File: src/rtl/decode_issue_ctrl_if.sv
// Bundle of fetch, resource-availability, flush and decoder-side signals
// between the fetch/issue environment and the decode issue sequencer.
interface decode_issue_ctrl_if;
    logic        fetch_valid;
    logic [31:0] fetch_instr;
    logic [31:0] fetch_pc;
    logic        fetch_ready;
    logic        rob_avail;
    logic        rob_empty;
    logic        rs_alu_avail;
    logic        rs_lsu_avail;
    logic        rs_br_avail;
    logic        flush;
    logic        decode_pulse;
    logic [31:0] decode_instr;
    logic [31:0] decode_pc;
    logic        decode_available;
    logic [1:0]  issue_class;
    logic [15:0] stall_cycles;

    // Environment side: fetch, ROB/RS status and flush driver.
    modport master (
        output fetch_valid, fetch_instr, fetch_pc,
        output rob_avail, rob_empty, rs_alu_avail, rs_lsu_avail, rs_br_avail, flush,
        input  fetch_ready, decode_pulse, decode_instr, decode_pc,
        input  decode_available, issue_class, stall_cycles
    );

    // Sequencer side.
    modport slave (
        input  fetch_valid, fetch_instr, fetch_pc,
        input  rob_avail, rob_empty, rs_alu_avail, rs_lsu_avail, rs_br_avail, flush,
        output fetch_ready, decode_pulse, decode_instr, decode_pc,
        output decode_available, issue_class, stall_cycles
    );
endinterface

File: src/rtl/decode_issue_ctrl.sv
// Decode issue sequencer: buffers fetched instructions, checks ROB and
// reservation-station room for the head entry, and issues one instruction
// per two cycles as a registered pulse with stable decoder inputs.
module decode_issue_ctrl #(
    parameter int DEPTH = 4,
    parameter int PTR_W = 2
) (
    input  logic           clock,
    input  logic           reset,
    decode_issue_ctrl_if.slave bus
);

    typedef enum logic {
        S_READY = 1'b0,
        S_PULSE = 1'b1
    } state_t;

    localparam logic [1:0]     C_ALU  = 2'd0;
    localparam logic [1:0]     C_LSU  = 2'd1;
    localparam logic [1:0]     C_BR   = 2'd2;
    localparam logic [PTR_W:0] C_FULL = (PTR_W + 1)'(DEPTH);

    state_t           r_state;
    state_t           w_state_next;
    logic [31:0]      r_instr_mem [DEPTH];
    logic [31:0]      r_pc_mem    [DEPTH];
    logic [PTR_W-1:0] r_rd_ptr;
    logic [PTR_W-1:0] r_wr_ptr;
    logic [PTR_W:0]   r_count;
    logic [31:0]      r_decode_instr;
    logic [31:0]      r_decode_pc;
    logic             r_decode_available;
    logic [1:0]       r_issue_class;
    logic [15:0]      r_stall_cycles;

    logic [31:0]      w_head_instr;
    logic [31:0]      w_head_pc;
    logic [1:0]       w_head_class;
    logic             w_head_fence;
    logic             w_class_avail;
    logic             w_can_issue;
    logic             w_fifo_ready;
    logic             w_push;
    logic             w_pop;
    logic             w_stall;

    assign w_head_instr = r_instr_mem[r_rd_ptr];
    assign w_head_pc    = r_pc_mem[r_rd_ptr];
    assign w_head_fence = (w_head_instr[6:0] == 7'b0001111);

    // Full blocks fetch even when a pop happens in the same cycle.
    assign w_fifo_ready = (r_count < C_FULL) && !bus.flush;
    assign w_push       = bus.fetch_valid && w_fifo_ready;

    assign w_can_issue = (r_state == S_READY) && (r_count != '0) && !bus.flush &&
                         bus.rob_avail && w_class_avail &&
                         (!w_head_fence || bus.rob_empty);

    assign w_stall = (r_state == S_READY) && (r_count != '0) && !bus.flush && !w_can_issue;

    // Map the head opcode to its reservation-station class.
    always_comb begin
        // NOTE: defaulting every combinational output first keeps unlisted opcodes from inferring a latch.
        w_head_class = C_ALU;
        unique case (w_head_instr[6:0])
            7'b0000011, 7'b0100011:             w_head_class = C_LSU;
            7'b1100011, 7'b1101111, 7'b1100111: w_head_class = C_BR;
            default:                            w_head_class = C_ALU;
        endcase
    end

    // Select the free-slot flag of the head entry's class.
    always_comb begin
        w_class_avail = bus.rs_alu_avail;
        unique case (w_head_class)
            C_LSU:   w_class_avail = bus.rs_lsu_avail;
            C_BR:    w_class_avail = bus.rs_br_avail;
            default: w_class_avail = bus.rs_alu_avail;
        endcase
    end

    // Next-state and pop decision; flush always returns to READY without popping.
    always_comb begin
        w_state_next = r_state;
        w_pop        = 1'b0;
        unique case (r_state)
            S_READY: begin
                if (w_can_issue) begin
                    w_state_next = S_PULSE;
                    w_pop        = 1'b1;
                end
            end
            S_PULSE: w_state_next = S_READY;
        endcase
        if (bus.flush) begin
            w_state_next = S_READY;
            w_pop        = 1'b0;
        end
    end

    // State register; the pulse output is decoded from it so reset drops it at once.
    always_ff @(posedge clock or posedge reset) begin
        if (reset) begin
            r_state <= S_READY;
        end else begin
            // NOTE: non-blocking assignment so every flop samples pre-edge values regardless of block order.
            r_state <= w_state_next;
        end
    end

    // FIFO storage written on push.
    always_ff @(posedge clock) begin
        // NOTE: the data array has no reset; the count alone decides which entries are valid.
        if (w_push) begin
            r_instr_mem[r_wr_ptr] <= bus.fetch_instr;
            r_pc_mem[r_wr_ptr]    <= bus.fetch_pc;
        end
    end

    // FIFO pointers and occupancy; flush empties the queue.
    always_ff @(posedge clock or posedge reset) begin
        if (reset) begin
            r_rd_ptr <= '0;
            r_wr_ptr <= '0;
            r_count  <= '0;
        end else if (bus.flush) begin
            r_rd_ptr <= '0;
            r_wr_ptr <= '0;
            r_count  <= '0;
        end else begin
            if (w_push) r_wr_ptr <= r_wr_ptr + 1'b1;
            if (w_pop)  r_rd_ptr <= r_rd_ptr + 1'b1;
            if (w_push && !w_pop)      r_count <= r_count + 1'b1;
            else if (w_pop && !w_push) r_count <= r_count - 1'b1;
        end
    end

    // Decoder-facing registers load only on the issue edge so they hold through the pulse.
    always_ff @(posedge clock or posedge reset) begin
        if (reset) begin
            r_decode_instr     <= '0;
            r_decode_pc        <= '0;
            r_decode_available <= 1'b0;
            r_issue_class      <= C_ALU;
        end else if (bus.flush) begin
            r_decode_available <= 1'b0;
        end else if (w_pop) begin
            r_decode_instr     <= w_head_instr;
            r_decode_pc        <= w_head_pc;
            r_decode_available <= 1'b1;
            r_issue_class      <= w_head_class;
        end
    end

    // Saturating count of cycles where a queued instruction could not issue.
    always_ff @(posedge clock or posedge reset) begin
        if (reset) begin
            r_stall_cycles <= '0;
        end else if (w_stall && (r_stall_cycles != 16'hFFFF)) begin
            r_stall_cycles <= r_stall_cycles + 16'd1;
        end
    end

    assign bus.fetch_ready      = w_fifo_ready;
    assign bus.decode_pulse     = (r_state == S_PULSE);
    assign bus.decode_instr     = r_decode_instr;
    assign bus.decode_pc        = r_decode_pc;
    assign bus.decode_available = r_decode_available;
    assign bus.issue_class      = r_issue_class;
    assign bus.stall_cycles     = r_stall_cycles;

endmodule

File: src/flat_wrapper.sv
// flat-port wrapper written by rule: the top's interface ports become plain ports
module decode_issue_ctrl_flat 
#(
    parameter int DEPTH = 4,
    parameter int PTR_W = 2
)
  (clock, reset, bus_fetch_valid, bus_fetch_instr, bus_fetch_pc, bus_rob_avail, bus_rob_empty, bus_rs_alu_avail, bus_rs_lsu_avail, bus_rs_br_avail, bus_flush, bus_fetch_ready, bus_decode_pulse, bus_decode_instr, bus_decode_pc, bus_decode_available, bus_issue_class, bus_stall_cycles);
  decode_issue_ctrl_if bus_i ();
  input  logic clock;
  input  logic reset;
  input wire logic [$bits(bus_i.fetch_valid)-1:0] bus_fetch_valid;
  input wire logic [$bits(bus_i.fetch_instr)-1:0] bus_fetch_instr;
  input wire logic [$bits(bus_i.fetch_pc)-1:0] bus_fetch_pc;
  input wire logic [$bits(bus_i.rob_avail)-1:0] bus_rob_avail;
  input wire logic [$bits(bus_i.rob_empty)-1:0] bus_rob_empty;
  input wire logic [$bits(bus_i.rs_alu_avail)-1:0] bus_rs_alu_avail;
  input wire logic [$bits(bus_i.rs_lsu_avail)-1:0] bus_rs_lsu_avail;
  input wire logic [$bits(bus_i.rs_br_avail)-1:0] bus_rs_br_avail;
  input wire logic [$bits(bus_i.flush)-1:0] bus_flush;
  output wire logic [$bits(bus_i.fetch_ready)-1:0] bus_fetch_ready;
  output wire logic [$bits(bus_i.decode_pulse)-1:0] bus_decode_pulse;
  output wire logic [$bits(bus_i.decode_instr)-1:0] bus_decode_instr;
  output wire logic [$bits(bus_i.decode_pc)-1:0] bus_decode_pc;
  output wire logic [$bits(bus_i.decode_available)-1:0] bus_decode_available;
  output wire logic [$bits(bus_i.issue_class)-1:0] bus_issue_class;
  output wire logic [$bits(bus_i.stall_cycles)-1:0] bus_stall_cycles;
  assign bus_i.fetch_valid = bus_fetch_valid;
  assign bus_i.fetch_instr = bus_fetch_instr;
  assign bus_i.fetch_pc = bus_fetch_pc;
  assign bus_i.rob_avail = bus_rob_avail;
  assign bus_i.rob_empty = bus_rob_empty;
  assign bus_i.rs_alu_avail = bus_rs_alu_avail;
  assign bus_i.rs_lsu_avail = bus_rs_lsu_avail;
  assign bus_i.rs_br_avail = bus_rs_br_avail;
  assign bus_i.flush = bus_flush;
  assign bus_fetch_ready = bus_i.fetch_ready;
  assign bus_decode_pulse = bus_i.decode_pulse;
  assign bus_decode_instr = bus_i.decode_instr;
  assign bus_decode_pc = bus_i.decode_pc;
  assign bus_decode_available = bus_i.decode_available;
  assign bus_issue_class = bus_i.issue_class;
  assign bus_stall_cycles = bus_i.stall_cycles;
  decode_issue_ctrl #(.DEPTH(DEPTH), .PTR_W(PTR_W)) u_core (.clock(clock), .reset(reset), .bus(bus_i));
endmodule
File: config.mk
export PLATFORM = sky130hd
export DESIGN_NAME = decode_issue_ctrl_flat
export DESIGN_NICKNAME = d
export VERILOG_FILES = /design/src/rtl/decode_issue_ctrl_if.sv /design/src/rtl/decode_issue_ctrl.sv /design/src/flat_wrapper.sv
export SDC_FILE = /design/constraint.sdc
export NUM_CORES = 1
export LEC_CHECK = 0
export BUFFER_PORTS_ARGS = -buffer_cell sky130_fd_sc_hd__buf_2
export CORE_ASPECT_RATIO = 0.8
export CORE_MARGIN = 10
export CORE_UTILIZATION = 52
export CTS_BUF_LIST = sky130_fd_sc_hd__clkbuf_2
export CTS_CLUSTER_SIZE = 14
export DETAILED_ROUTE_END_ITERATION = 12
export PLACE_DENSITY = 0.73
export SYNTH_ARGS = -nofsm -noshare
export SYNTH_HDL_FRONTEND = slang
export SYNTH_SLANG_ARGS = --single-unit
File: constraint.sdc
create_clock -name clock -period 4.1 [get_ports clock]
set_input_delay 0.205 -clock clock [delete_from_list [all_inputs] [get_ports clock]]
set_output_delay 0.205 -clock clock [all_outputs]
set_load 0.02 [all_outputs]
==> out/qor.yml <==
critical_path:
  critPathLaunch: "u_core.r_rd_ptr[0]$_DFFE_PP0P_"
  end_kind: "register"
  crit-reg2reg-launch: "u_core.r_rd_ptr[0]$_DFFE_PP0P_"
  worstPathArrival_ns: 4.53
  path_delay_family: "simple AND/OR/NAND/NOR gates"
  ff2ff_path_depth: 11
  cp_slowest_cell: "dfrtp_4"
  path_class: "reg2reg"
  slowest_delay_ns: 0.63
  cp-start-kind: "register"
  critPathBufInv: 0
  crit_required_ns: 4.84
  cp_max_fo: 16
  cp.depth: 11
  crit_chain: "mux4_2 > and4bb_1 > nand2_1 > ha_1 > a221o_1 > o21ai_0 > a211oi_4 > nor2_1 > fa_1 > or3b_1 > a31oi_1"
  reg2reg_slack_ns: 0.31
routing:
  remaining_drc_errors: 0
  wl_met2_um: 13700
  drt-met1-wl_um: 11800
  drt-vias-per-instance: 5.45
  num_vias: 7068
  drt_first_pass_iters: 4
  ant_nets: 0
  routed_wl_um: 27900
  wl_met3_um: 2080
  drtIter0Drc: 420
  routedWlPerCell_um: 21.5
  top_layer: "met4"
worst_hold_path:
  holdCritPathClass: "in2async"
global_routing:
  grt_util_all_layers_pct: 17.6
  antenna_found_initial: 2
  grt_pass1_wl_um: 43600
  grt_pass1_vias: 7817
  gr-total-overflow: 0
  grt_max_degree: 76
power_and_ir_drop:
  worst_ir_drop_vdd_mv: 0.317
  p_leak_nw: 6.04
  power_density_mw_per_mm2: 556
timing:
  min_period_over_period_pct: 92.4
  worst_pin_slew_ns: 1.09
  fin_skew_ns: 0.0823
  fmax_mhz: 264
  rsz0062_at_grt: "no"
  min_period_ns: 3.79
  final-setup-viol-count: 0
  slew_headroom_pct: 27.6
  fin_tns_setup_ns: 0
  holdWs_ns: 0.0673
  slew_viol_final: 0
  worst_slack_ns: 0.312
  hold_violations: 0
clock_network:
  numCtsBuffers: 81
  cts_root_buffer: "clkbuf_2"
  cts_resized: 0
  cts_tree: "yes"
  cts_max_path_buffers: 3
  clkTransAtPathRegs_ns: 0.11
  ctsHoldBuffers: 67
  clock_latency_ns: 0.87
  cts.sinks: 347
  postCtsSetupBuffers: 0
  htree_levels: 3
die:
  ioPinCount: 158
  start_util_pct: 53.3
  die_h_um: 162
  die-area_mm2: 0.0320
  core_area_mm2: 0.0246
  die_x_um: 197
  rows: 51
cells_and_area:
  syn_to_final_growth_pct: 20.2
  layout_common_cells: "edfxtp_1, buf_2, clkbuf_2, dfrtp_1, dlygate4sd3_1"
  drive_above_1_share_pct: 45.5
  final.fill_count: 1753
  post-route-util_pct: 64.1
  layout_commonest_cell: "edfxtp_1"
  nets: 990
logic_synthesis:
  syn-num-nets: 703
  ys_seq_area_share_pct: 76.1
  syn_area_per_cell_um2: 21.1
  ys_ff_latch: 347
  synthCells: 621
  syn_area_mm2: 0.0131
  yosys_warnings: 0
  yosysUniqueCellTypes: 42
place:
  dp_slack_ns: 0.344
  hpwl_um: 16500
  gp_congestion: 0.809
  io_buffers: 157
outcome:
  status: "finished, final reports clean"
job:
  drv_cap: 0
==> cells by family after synthesis <==
family	synth area share, %
flops	76.1
fa+ha+maj	0.917
buf+inv	1.35
xor+xnor	1.31
simple gates	2.92
compound gates	0.525
mux	16.9
==> synthesized netlist by cell type (all sizes together) <==
cell type / n / area (µm²)
a211oi: 1 / 12.5
a21bo: 1 / 10.0
a21o: 1 / 7.51
a21oi: 1 / 5.00
a221o: 1 / 10.0
a31oi: 1 / 6.26
and2: 1 / 6.26
and3: 7 / 43.8
and4: 1 / 8.76
and4b: 1 / 10.0
and4bb: 1 / 12.5
buf: 14 / 90.1
clkbuf: 14 / 52.6
dfrtp: 91 / 2280
edfxtp: 256 / 7690
fa: 1 / 20.0
ha: 8 / 100
inv: 9 / 33.8
mux2: 67 / 754
mux2i: 2 / 20.0
mux4: 64 / 1440
nand2: 6 / 22.5
nand2b: 1 / 6.26
nand3: 12 / 60.1
nand4: 4 / 25.0
nor2: 12 / 45.0
nor2b: 1 / 6.26
nor3: 10 / 50.1
nor3b: 1 / 7.51
nor4: 7 / 43.8
nor4bb: 1 / 16.3
o211ai: 1 / 7.51
o21ai: 2 / 10.0
or3b: 1 / 8.76
or4b: 1 / 10.0
xnor2: 2 / 17.5
xnor3: 1 / 22.5
xor2: 15 / 131
==> metrics by stage <==
stage / instances / total power, mW / area [µm²]
after floorplan: 621 / 5.72 / 13100
after global placement: 1076 / 6.38 / 14300
after detailed placement: 1076 / 6.46 / 14300
after CTS: 1294 / 8.87 / 15700
after global routing: 1295 / 9.20 / 15700
final: 1296 / 8.76 / 15700
==> sequential cells by signal, indices dropped and copies added (netlist names), 2 cells and up <==
register                 flops
u_core.bus.decode_pc        32
u_core.bus.decode_instr     32
u_core.bus.stall_cycles     16
u_core.r_count               3
u_core.r_wr_ptr              2
u_core.r_rd_ptr              2
u_core.r_instr_mem         128
u_core.bus.issue_class       2
u_core.r_pc_mem            128
==> where the power goes <==
part / internal [mW] / leakage [nW] / switching, mW
Clock: 1.03 / 0.615 / 1.33
Sequential: 4.27 / 3.45 / 0.296
Combinational: 0.777 / 1.97 / 1.06
Total: 6.07 / 6.04 / 2.69
==> routing by layer <==
layer	up-vias	track usage, %
met4	0	5.55
met5	-	0
li1	3116	-
met2	274	28.4
met3	40	5.56
met1	3638	22.3
==> worst reg2reg max path: cells and delay by family (launching register included) <==
| kind | cells | cell delay (ns) |
|---|---|---|
| multiplexers | 1 | 0.57 |
| AND/OR/NAND/NOR | 4 | 0.99 |
| flip-flops | 1 | 0.63 |
| adder cells (fa/ha/maj) | 2 | 0.74 |
| AO/OA/AOI/OAI | 4 | 0.79 |
==> final timing paths <==
check / end
setup reg to reg: u_core.r_count[2]$_DFFE_PP0P_
max in group asynchronous: u_core.bus.decode_pc[6]$_DFFE_PP0P_
hold reg to reg: u_core.bus.stall_cycles[11]$_DFFE_PP0P_
setup / recovery: u_core.r_count[2]$_DFFE_PP0P_
min in group clock: u_core.r_pc_mem[0][1]$_DFFE_PP_
hold / removal: u_core.bus.decode_instr[12]$_DFFE_PP0P_
==> area by class of cell <==
class	instances	area (µm²)	share of cell area (%)
inverter	9	36.3	0.230
timing repair buffer	232	1530	9.71
multi-input combinational	237	2990	19.0
sequential	347	9970	63.3
tap	318	398	2.53
clock buffer	130	651	4.13
antenna	2	5.00	0.0318
clock inverter	21	171	1.09
Note: power is estimated with default switching activity, not from simulation.
